**src/rtl/fetch_pkg.sv**
```systemverilog
// Shared types for the instruction prefetcher (queue entry, FSM state, default depth).
// Defining FETCH_PREFETCH_ERR_EN adds a bus-error flag to every queue entry.
package fetch_pkg;

    localparam int unsigned DEFAULT_DEPTH = 4;

    typedef enum logic [1:0] {
        StIdle  = 2'd0,
        StBusy  = 2'd1,
        StFlush = 2'd2
    } fetch_state_e;

    typedef struct packed {
`ifdef FETCH_PREFETCH_ERR_EN
        logic        err;
`endif
        logic [31:0] instr;
        logic [31:0] pc;
    } fetch_entry_t;

    function automatic logic [31:0] next_pc(input logic [31:0] pc);
        return pc + 32'd4;
    endfunction

endpackage

```
**src/rtl/fetch_fifo.sv**
```systemverilog
// Prefetch queue: synchronous circular buffer with push, pop, flush and occupancy count.
// Flush wins over a same-cycle push or pop.
module fetch_fifo
    import fetch_pkg::*;
#(
    parameter int unsigned DEPTH = DEFAULT_DEPTH,
    localparam int unsigned AW = $clog2(DEPTH),
    localparam int unsigned CW = $clog2(DEPTH + 1)
) (
    input  logic          i_clk,
    input  logic          i_rst_n,
    input  logic          i_push,
    input  logic          i_pop,
    input  logic          i_flush,
    input  fetch_entry_t  i_entry,
    output fetch_entry_t  o_head,
    output logic [CW-1:0] o_count
);

    fetch_entry_t  r_mem [DEPTH];
    logic [AW-1:0] r_rd;
    logic [AW-1:0] r_wr;
    logic [CW-1:0] r_count;
    logic          w_push;
    logic          w_pop;

    assign w_pop  = i_pop && (r_count != '0);
    assign w_push = i_push && ((r_count != CW'(DEPTH)) || w_pop);

    always_ff @(posedge i_clk or negedge i_rst_n) begin
        if (!i_rst_n) begin
            r_rd    <= '0;
            r_wr    <= '0;
            r_count <= '0;
        end else if (i_flush) begin
            r_rd    <= '0;
            r_wr    <= '0;
            r_count <= '0;
        end else begin
            if (w_push) begin
                r_wr <= r_wr + AW'(1);
            end
            if (w_pop) begin
                r_rd <= r_rd + AW'(1);
            end
            if (w_push && !w_pop) begin
                r_count <= r_count + CW'(1);
            end else if (w_pop && !w_push) begin
                r_count <= r_count - CW'(1);
            end
        end
    end

    // Storage needs no reset; entries are only visible once counted.
    always_ff @(posedge i_clk) begin
        if (w_push && !i_flush) begin
            r_mem[r_wr] <= i_entry;
        end
    end

    assign o_head  = r_mem[r_rd];
    assign o_count = r_count;

endmodule

```
**src/rtl/fetch_prefetch.sv**
```systemverilog
// Instruction prefetcher: single-outstanding bus reader filling a DEPTH-entry queue.
// Optional FETCH_PREFETCH_ERR_EN adds err_i/instr_err_o; a bus error halts fetch until redirect.
module fetch_prefetch
    import fetch_pkg::*;
#(
    parameter int unsigned DEPTH    = DEFAULT_DEPTH,
    parameter logic [31:0] RESET_PC = 32'h0000_0000
) (
    input  logic        clk_i,
    input  logic        rst_ni,
    output logic [29:0] adr_o,
    output logic        stb_o,
    input  logic [31:0] dat_i,
    input  logic        ack_i,
`ifdef FETCH_PREFETCH_ERR_EN
    input  logic        err_i,
    output logic        instr_err_o,
`endif
    input  logic        redirect_i,
    input  logic [31:0] redirect_pc_i,
    output logic [31:0] instr_o,
    output logic [31:0] instr_pc_o,
    output logic        instr_valid_o,
    input  logic        instr_ready_i
);

    localparam int unsigned CW = $clog2(DEPTH + 1);
    localparam logic [31:0] RESET_PC_W = {RESET_PC[31:2], 2'b00};

    fetch_state_e  r_state, w_state_next;
    logic [31:0]   r_pc, w_pc_next;
    logic          r_stb, w_stb_next;
    logic [29:0]   r_adr, w_adr_next;

    logic          w_bus_err;
    logic          w_done;
    logic          w_halted;
    logic          w_push;
    logic          w_pop;
    logic          w_can_issue;
    logic          w_issue;
    logic [31:0]   w_issue_pc;
    logic [31:0]   w_redirect_pc;
    logic [CW-1:0] w_count;
    logic [CW-1:0] w_count_next;
    fetch_entry_t  w_push_entry;
    fetch_entry_t  w_head;

`ifdef FETCH_PREFETCH_ERR_EN
    logic r_halt, w_halt_next;
    assign w_bus_err = err_i;
    assign w_halted  = r_halt;
`else
    assign w_bus_err = 1'b0;
    assign w_halted  = 1'b0;
`endif

    assign w_done        = ack_i | w_bus_err;
    assign w_redirect_pc = redirect_pc_i & 32'hFFFF_FFFC;
    assign w_push        = (r_state == StBusy) && w_done && !redirect_i;
    assign w_pop         = instr_valid_o && instr_ready_i && !redirect_i;
    assign w_count_next  = redirect_i ? '0 : (w_count + CW'(w_push) - CW'(w_pop));
    // Counting the in-flight push here keeps count + outstanding <= DEPTH.
    assign w_can_issue   = w_count_next < CW'(DEPTH);

    always_comb begin
        w_push_entry       = '0;
        w_push_entry.instr = dat_i;
        w_push_entry.pc    = r_pc;
`ifdef FETCH_PREFETCH_ERR_EN
        w_push_entry.err   = err_i;
        if (err_i) begin
            w_push_entry.instr = '0;
        end
`endif
    end

    always_comb begin
        w_state_next = r_state;
        w_pc_next    = r_pc;
        w_stb_next   = r_stb;
        w_adr_next   = r_adr;
        w_issue      = 1'b0;
        w_issue_pc   = r_pc;
        case (r_state)
            StIdle: begin
                if (redirect_i) begin
                    w_issue    = 1'b1;
                    w_issue_pc = w_redirect_pc;
                end else if (!w_halted && w_can_issue) begin
                    w_issue = 1'b1;
                end
            end
            StBusy: begin
                if (redirect_i && w_done) begin
                    w_issue    = 1'b1;
                    w_issue_pc = w_redirect_pc;
                end else if (redirect_i) begin
                    w_state_next = StFlush;
                    w_pc_next    = w_redirect_pc;
                end else if (w_bus_err) begin
                    w_state_next = StIdle;
                    w_stb_next   = 1'b0;
                end else if (ack_i) begin
                    if (w_can_issue) begin
                        w_issue    = 1'b1;
                        w_issue_pc = next_pc(r_pc);
                    end else begin
                        w_state_next = StIdle;
                        w_stb_next   = 1'b0;
                        w_pc_next    = next_pc(r_pc);
                    end
                end
            end
            StFlush: begin
                if (w_done) begin
                    w_issue    = 1'b1;
                    w_issue_pc = redirect_i ? w_redirect_pc : r_pc;
                end else if (redirect_i) begin
                    w_pc_next = w_redirect_pc;
                end
            end
            default: begin
                w_state_next = StIdle;
                w_stb_next   = 1'b0;
            end
        endcase
        if (w_issue) begin
            w_state_next = StBusy;
            w_stb_next   = 1'b1;
            w_adr_next   = w_issue_pc[31:2];
            w_pc_next    = w_issue_pc;
        end
    end

    always_ff @(posedge clk_i or negedge rst_ni) begin
        if (!rst_ni) begin
            r_state <= StIdle;
            r_pc    <= RESET_PC_W;
            r_stb   <= 1'b0;
            r_adr   <= RESET_PC[31:2];
        end else begin
            r_state <= w_state_next;
            r_pc    <= w_pc_next;
            r_stb   <= w_stb_next;
            r_adr   <= w_adr_next;
        end
    end

`ifdef FETCH_PREFETCH_ERR_EN
    always_comb begin
        w_halt_next = r_halt;
        if (redirect_i) begin
            w_halt_next = 1'b0;
        end else if (w_push && err_i) begin
            w_halt_next = 1'b1;
        end
    end

    always_ff @(posedge clk_i or negedge rst_ni) begin
        if (!rst_ni) begin
            r_halt <= 1'b0;
        end else begin
            r_halt <= w_halt_next;
        end
    end

    assign instr_err_o = w_head.err;
`endif

    fetch_fifo #(
        .DEPTH (DEPTH)
    ) u_fifo (
        .i_clk   (clk_i),
        .i_rst_n (rst_ni),
        .i_push  (w_push),
        .i_pop   (w_pop),
        .i_flush (redirect_i),
        .i_entry (w_push_entry),
        .o_head  (w_head),
        .o_count (w_count)
    );

    assign stb_o         = r_stb;
    assign adr_o         = r_adr;
    assign instr_valid_o = (w_count != '0);
    assign instr_o       = w_head.instr;
    assign instr_pc_o    = w_head.pc;

endmodule

```
**config.mk**
```make
export PLATFORM = sky130hd
export DESIGN_NAME = fetch_prefetch
export DESIGN_NICKNAME = d
export VERILOG_FILES = /design/src/rtl/fetch_pkg.sv /design/src/rtl/fetch_fifo.sv /design/src/rtl/fetch_prefetch.sv
export SDC_FILE = /design/constraint.sdc
export NUM_CORES = 1
export LEC_CHECK = 0
export ABC_AREA = 1
export BUFFER_PORTS_ARGS = -buffer_cell sky130_fd_sc_hd__buf_2
export CORE_MARGIN = 2
export CORE_UTILIZATION = 60
export CTS_BUF_LIST = sky130_fd_sc_hd__clkbuf_4
export CTS_CLUSTER_SIZE = 40
export DETAILED_ROUTE_END_ITERATION = 8
export PLACE_DENSITY = 0.81
export SLEW_MARGIN = 20
export SYNTH_ARGS = -nofsm -noshare
export SYNTH_HDL_FRONTEND = slang
export SYNTH_SLANG_ARGS = --single-unit
```
**constraint.sdc**
```tcl
create_clock -name clk_i -period 9.1 [get_ports clk_i]
set_clock_uncertainty 0.2 [all_clocks]
set_input_delay 0.455 -clock clk_i [delete_from_list [all_inputs] [get_ports clk_i]]
set_output_delay 0.455 -clock clk_i [all_outputs]
set_load 0.01 [all_outputs]
```
### After elaboration in Yosys (flattened, before gate mapping)

Memories as Yosys holds them, arrays and structs flattened.
Cells that the tools add are included.

| operators by class | value |
|---|---|
| add/sub/neg operators | 7 |
| magnitude comparators | 1 |
| eq/ne operators | 16 |
| mux-type cells | 43 |
| reduce and logical (&&, ||, !) cells | 26 |

Operators with widths:

| kind | number |
|---|---|
| $mux 32 | 12 |
| $pmux 32 s3 | 1 |
| $pmux 32 s2 | 1 |
| $add 32x3->32 const B | 1 |
| $ne 3x3->1 const B | 7 |
| $mux 2 | 9 |
| $ne 4x3->1 const B | 4 |
| $mux 1 | 13 |
| $mux 3 | 4 |
| $reduce_bool 3->1 | 4 |
| $logic_and 1x1->1 | 10 |
| $reduce_and 10->1 | 1 |
| $reduce_and 5->1 | 2 |
| $ne 4x4->1 const B | 2 |
| $add 2x1->2 const B | 2 |
| $pmux 2 s2 | 1 |
| $reduce_and 4->1 | 1 |
| $reduce_bool 2->1 | 2 |
| $add 3x1->3 | 1 |
| $add 3x1->3 const B | 1 |
| $logic_not 1->1 | 3 |
| $lt 3x3->1 const B | 1 |
| $pmux 1 s3 | 1 |
| $sub 3x1->3 | 1 |
| 8 further kinds | 8 |

| word-level totals | value |
|---|---|
| bits in registers | 72 |
| RAM bits | 256 |
| input port bits | 69 |
| output and inout port bits | 96 |
| word-level logic and storage cells | 102 |
| memories kept | 1 |

Memory list:

| memory | depth | width | rd ports | clocked after Yosys merged registers in | write ports | line | RTL |
|---|---|---|---|---|---|---|---|
| u_fifo.r_mem | 4 | 64 | 1 | 0 | 1 | fetch_fifo.sv:20 | `fetch_entry_t r_mem [DEPTH];` |

### Logic depth before layout (Yosys ltp)

| depth | value |
|---|---|
| word-level depth | 14 |
| gate-level depth with buffers | 20 |
| gate-level depth less buffers | 19 |

### Modules after synthesis

From an unflattened synthesis, not the netlist that was laid out.

| second synthesis, totals | value |
|---|---|
| cells, all modules | 1667 |
| area, all modules | 15671.3 sq um |

Modules (own cells, without submodules):

| module | times used | cells an instance | area each (sq um) |
|---|---|---|---|
| fetch_fifo | 1 | 688 | 9972.1 |
| fetch_prefetch | 1 | 979 | 5699.2 |

### Worst setup path after synthesis

OpenSTA, ideal clock, no wires.

| timing | value |
|---|---|
| path type | input -> register |
| from | input redirect_i |
| to | memory u_fifo.r_mem[0][0] in the netlist's numbering, enable pin |
| setup time | 486 ps |
| data arrival time | 3890 ps |
| required time | 8414 ps |
| setup slack | 4523 ps |
| stages on the path | 6 |
| path through | buf_2 nor2_4 nand2_2 a31oi_2 inv_1 nor2_1 |

| between the ends | value |
|---|---|
| word-level cells in the longest chain between the ends | 8 |
| elaborated cells on any way between the ends | 9 |

Ends and longest elaborated chain:

| item | line | RTL |
|---|---|---|
| start, declared | fetch_prefetch.sv:19 | `input logic redirect_i,` |
| $logic_not 1->1 (*) | fetch_fifo.sv:56, fetch_prefetch.sv:60, fetch_prefetch.sv:61 |  |
| $logic_and 1x1->1 | fetch_prefetch.sv:61 | `assign w_pop = instr_valid_o && instr_ready_i && !redirect_i;` |
| $logic_and 1x1->1 | fetch_fifo.sv:27 | `assign w_pop = i_pop && (r_count != '0);` |
| $logic_or 1x1->1 | fetch_fifo.sv:28 | `assign w_push = i_push && ((r_count != CW'(DEPTH)) \|\| w_pop);` |
| $logic_and 1x1->1 | fetch_fifo.sv:28 |  |
| $logic_and 1x1->1 (*) | fetch_fifo.sv:56 | `if (w_push && !i_flush) begin` |
| $mux 1 (*) | fetch_fifo.sv:56 |  |
| $mux 1 (implied by the code) (*) | fetch_fifo.sv:57 | `r_mem[r_wr] <= i_entry;` |
| end, declared | fetch_fifo.sv:20 |  |

Mark *: on every way between the ends. The rest lies on a longest branch, timed or not.

### Worst setup path in the final report

| timing | value |
|---|---|
| from | register r_state[0] |
| to | register r_pc[19] |

| between the ends | value |
|---|---|
| word-level cells in the longest chain between the ends | 14 |
| elaborated cells on any way between the ends | 28 |

Ends and longest elaborated chain:

| item | line | RTL |
|---|---|---|
| start, declared | fetch_prefetch.sv:30 | `fetch_state_e r_state, w_state_next;` |
| start signal, assigned | fetch_prefetch.sv:138 | `r_state <= StIdle;` |
| start signal, assigned | fetch_prefetch.sv:143 | `r_state <= w_state_next;` |
| $eq 2x1->1 | fetch_prefetch.sv:60, fetch_prefetch.sv:85 |  |
| $logic_and 1x1->1 (2 in a row) | fetch_prefetch.sv:60 | `assign w_push = (r_state == StBusy) && w_done && !redirect_i;` |
| $add 3x1->3 | fetch_prefetch.sv:62 | `assign w_count_next = redirect_i ? '0 : (w_count + CW'(w_push) - CW'(w_pop));` |
| $sub 3x1->3 | fetch_prefetch.sv:62 |  |
| $mux 3 | fetch_prefetch.sv:62 |  |
| $lt 3x3->1 | fetch_prefetch.sv:64 | `assign w_can_issue = w_count_next < CW'(DEPTH);` |
| $mux 1 | fetch_prefetch.sv:90, fetch_prefetch.sv:105 |  |
| $mux 1 | fetch_prefetch.sv:104 | `end else if (ack_i) begin` |
| $mux 1 | fetch_prefetch.sv:98 | `end else if (redirect_i) begin` |
| $mux 1 | fetch_prefetch.sv:95 | `if (redirect_i && w_done) begin` |
| $pmux 1 s3 | fetch_prefetch.sv:85 | `case (r_state)` |
| $ne 4x4->1 (no source line) (tied with other cells) | -- |  |
| $reduce_and 5->1 (no source line) | -- |  |
| end signal, assigned | fetch_prefetch.sv:144 | `r_pc <= w_pc_next;` |
| end, declared | fetch_prefetch.sv:31 | `logic [31:0] r_pc, w_pc_next;` |

Parallel ways exist; a longest one is shown, timed or not. The select of a mux whose other input is x is not followed.
A chain may end at the register's enable or synchronous reset.

==> metrics <==
outcome=completed; syn_nets=1791; gr ovfl total=0; CTS Buffer Depth=3; sequential area share after synthesis=0.601; synth unique cells=45; Site Rows=59; Avg Inst Size Synth=9.21 sq um; Hold Path Class=in2async; Clk pin slew, worst setup/hold paths=0.07 ns; largest net degree at the start of global routing=107; final-report hold violation count=0; GP Congestion=0.952; # DRC=0; via count=13.8k; EDFF count, synth=256; DRT Pass-1 Iters=8; first-pass GRT wire length=68400 microns; post-DP HPWL=25700 microns; TritonCTS clock tree=built; Synth area leaders=edfxtp_1 49%, dfrtp_1 11%, nand2_1 9.6%; Synth Warn #=0; TritonCTS buffer count=82; Die Width=166 microns; I/O pin count=165; min cycle time layout=4.15 ns; CP Data Arrival Time=4.51 ns; Max Clk Rate=0.241 GHz; H-tree depth=3; remaining antenna violation count after routing=0; max-slew violations=0; Worst setup EP type=flop; die height=166 microns; Worst Max-Slew Pin Slew=1.14 ns; Via density=5.92; CTS Sinks=328; core area=26000 sq um; Initial Utilization=0.608; nets=1998; Post-Route Setup TNS=0 ns; Synth top area share=0.487; Seq cells post-synth=328; Synth Flop Type=edfxtp_1; gr usage total=0.310; 1st-iter DRT viols=1367; cell taking the most area after synthesis=edfxtp_1; Netlist Area Pre-Place=15800 sq um; per-cell routed wire length=18.7 microns; vias in the first global route=13.4k; initial antenna violation count=1; final worst-path cycle share=0.456; PwrDens=308 nW/um^2; Filler cells=1947; clock latency on the worst-skew pair=0.71 ns; count of final setup violators=0; max cap viols=0; total wire length=43400 microns; Required @ worst endpoint=9.46 ns; Max rail drop VDD=0.292 mV; post-synthesis instance total=1714; Port Buf Inserts=162; CP Max Fanout=31; RSZ-0062 raised after global routing=false; FFs w/ async S/R, synth=0.220; root buffer cell=clkbuf_4; leakage power=7.45 nW; Setup CP Type=reg2reg; Die ar.=27600 sq um; FF-to-FF path depth=18; Non-Filler Instances=2324; Power Total=5.60 mW; placed cells=2136; worst rel slew slack=0.239; share of layout cells above drive strength 1=0.176; Layout Area Growth over Synthesis=15.2%; CP Launch Type=flop
==> metrics by stage <==
stage,hold WS (ns),util,instance area (sq um),setup slack [ns]
2_1_floorplan,-0.0406,-,15800,4.52
3_3_place_gp,0.255,0.645,16800,5.12
3_5_place_dp,0.260,0.645,16800,5.07
4_1_cts,0.0130,0.699,18200,5.11
5_1_grt,0.0405,0.700,18200,4.64
6_report,0.0128,0.700,18200,4.95
==> cell usage in the layout, fill, tap and decap left out, drive strengths merged, types with 8 or more instances in the layout <==
cell type,synthesis,final
dfrtp,72,72
clkbuf,53,117
inv,88,89
nor2,295,295
o22ai,74,74
edfxtp,256,256
nand2,411,411
a21oi,71,71
nand3,76,76
nand4,8,8
clkinv,2,31
o211ai,11,11
o21ai,194,194
buf,39,180
dlygate4sd3,0,35
nor3,17,17
==> cell usage after synthesis, drive strengths merged, types with 3 or more instances <==
cell and number:
o22ai 74, edfxtp 256, nor2 295, nand3 76
o211ai 11, inv 88, ha 7, buf 39
o21ai 194, nor3 17, nand2 411, clkbuf 53
nand3b 4, a21oi 71, o21a 3, a21o 4
xor2 3, o31ai 3, a211oi 3, or2 7
nand4 8, dfrtp 72
==> worst max-delay path, cell delays in order, from the launching register on <==
cell and delay (ns):
dfrtp_1 0.52, inv_2 0.09, nor2_4 0.49, nand2_2 0.18
ha_1 0.22, inv_1 0.05, ha_1 0.23, nand3_1 0.14
nand2_1 0.11, nand2_2 0.10, nand3_4 0.38, inv_1 0.73
nand2_1 0.13, nand2_1 0.09, nand2_1 0.05, nand2_1 0.11
nand2_1 0.08, nand2_1 0.05, nand2_1 0.05
==> path summary, 6_finish.rpt <==
path                                   startpoint              to  slack, ns
worst max register to register         r_state[0]        r_pc[19]       4.95
min in group clk_i              redirect_pc_i[17]       adr_o[15]       0.03
worst min-delay path                       rst_ni        r_pc[28]       0.01
worst min register to register          adr_o[21]       adr_o[21]       0.27
max in group asynchronous                  rst_ni  u_fifo.r_rd[0]       8.06
worst max-delay path                   r_state[0]        r_pc[19]       4.95
==> per-layer routing <==
layer,part of all wire,vias up,GRT usage,wire length [microns]
met5,0,-,0,0
met4,0.033,0,0.143,1440
met3,0.11,127,0.0622,4570
met2,0.48,842,0.515,20900
met1,0.38,6431,0.396,16400
li1,-,6352,-,-
==> cell type report <==
cell class | count | area, sq um | area share
repair buffers | 215 | 1320 | 0.0725
diodes | 1 | 2.50 | 0.000138
clock inverters | 34 | 178 | 0.00976
inverters | 90 | 339 | 0.0186
flip-flops and latches | 328 | 9490 | 0.522
clock buffers | 117 | 878 | 0.0483
well taps | 335 | 419 | 0.0230
multi-input cells | 1204 | 5570 | 0.306
==> power by group <==
group | total (mW) | internal [mW] | switching (mW)
logic | 2.13 | 0.685 | 1.45
clock network | 1.23 | 0.628 | 0.602
registers | 2.23 | 1.92 | 0.315
total | 5.60 | 3.23 | 2.37
==> logic make-up after synthesis <==
group	after synthesis	synth area share
AO/OA/AOI/OAI	369	0.129
XOR/XNOR	4	0.00222
adder cells (fa/ha/maj)	8	0.00681
buffers and inverters	182	0.0486
flip-flops	328	0.601
multiplexers	1	0.000634
AND/OR/NAND/NOR	822	0.212
==> what timing repair did <==
action | in CTS | in global routing
endpoints found under the hold margin | 204 | 0
buffers inserted | 0 | 0
resized for setup | 0 | 0
hold buffers | 35 | 0
==> flip-flops by register name (all words and copies together) (netlist names) <==
name,cells
u_fifo.r_mem,256
r_pc,32
adr_o,30
u_fifo.o_count,3
r_state,2
u_fifo.r_rd,2
u_fifo.r_wr,2
stb_o,1
Note: power is estimated with default switching activity, not from simulation.
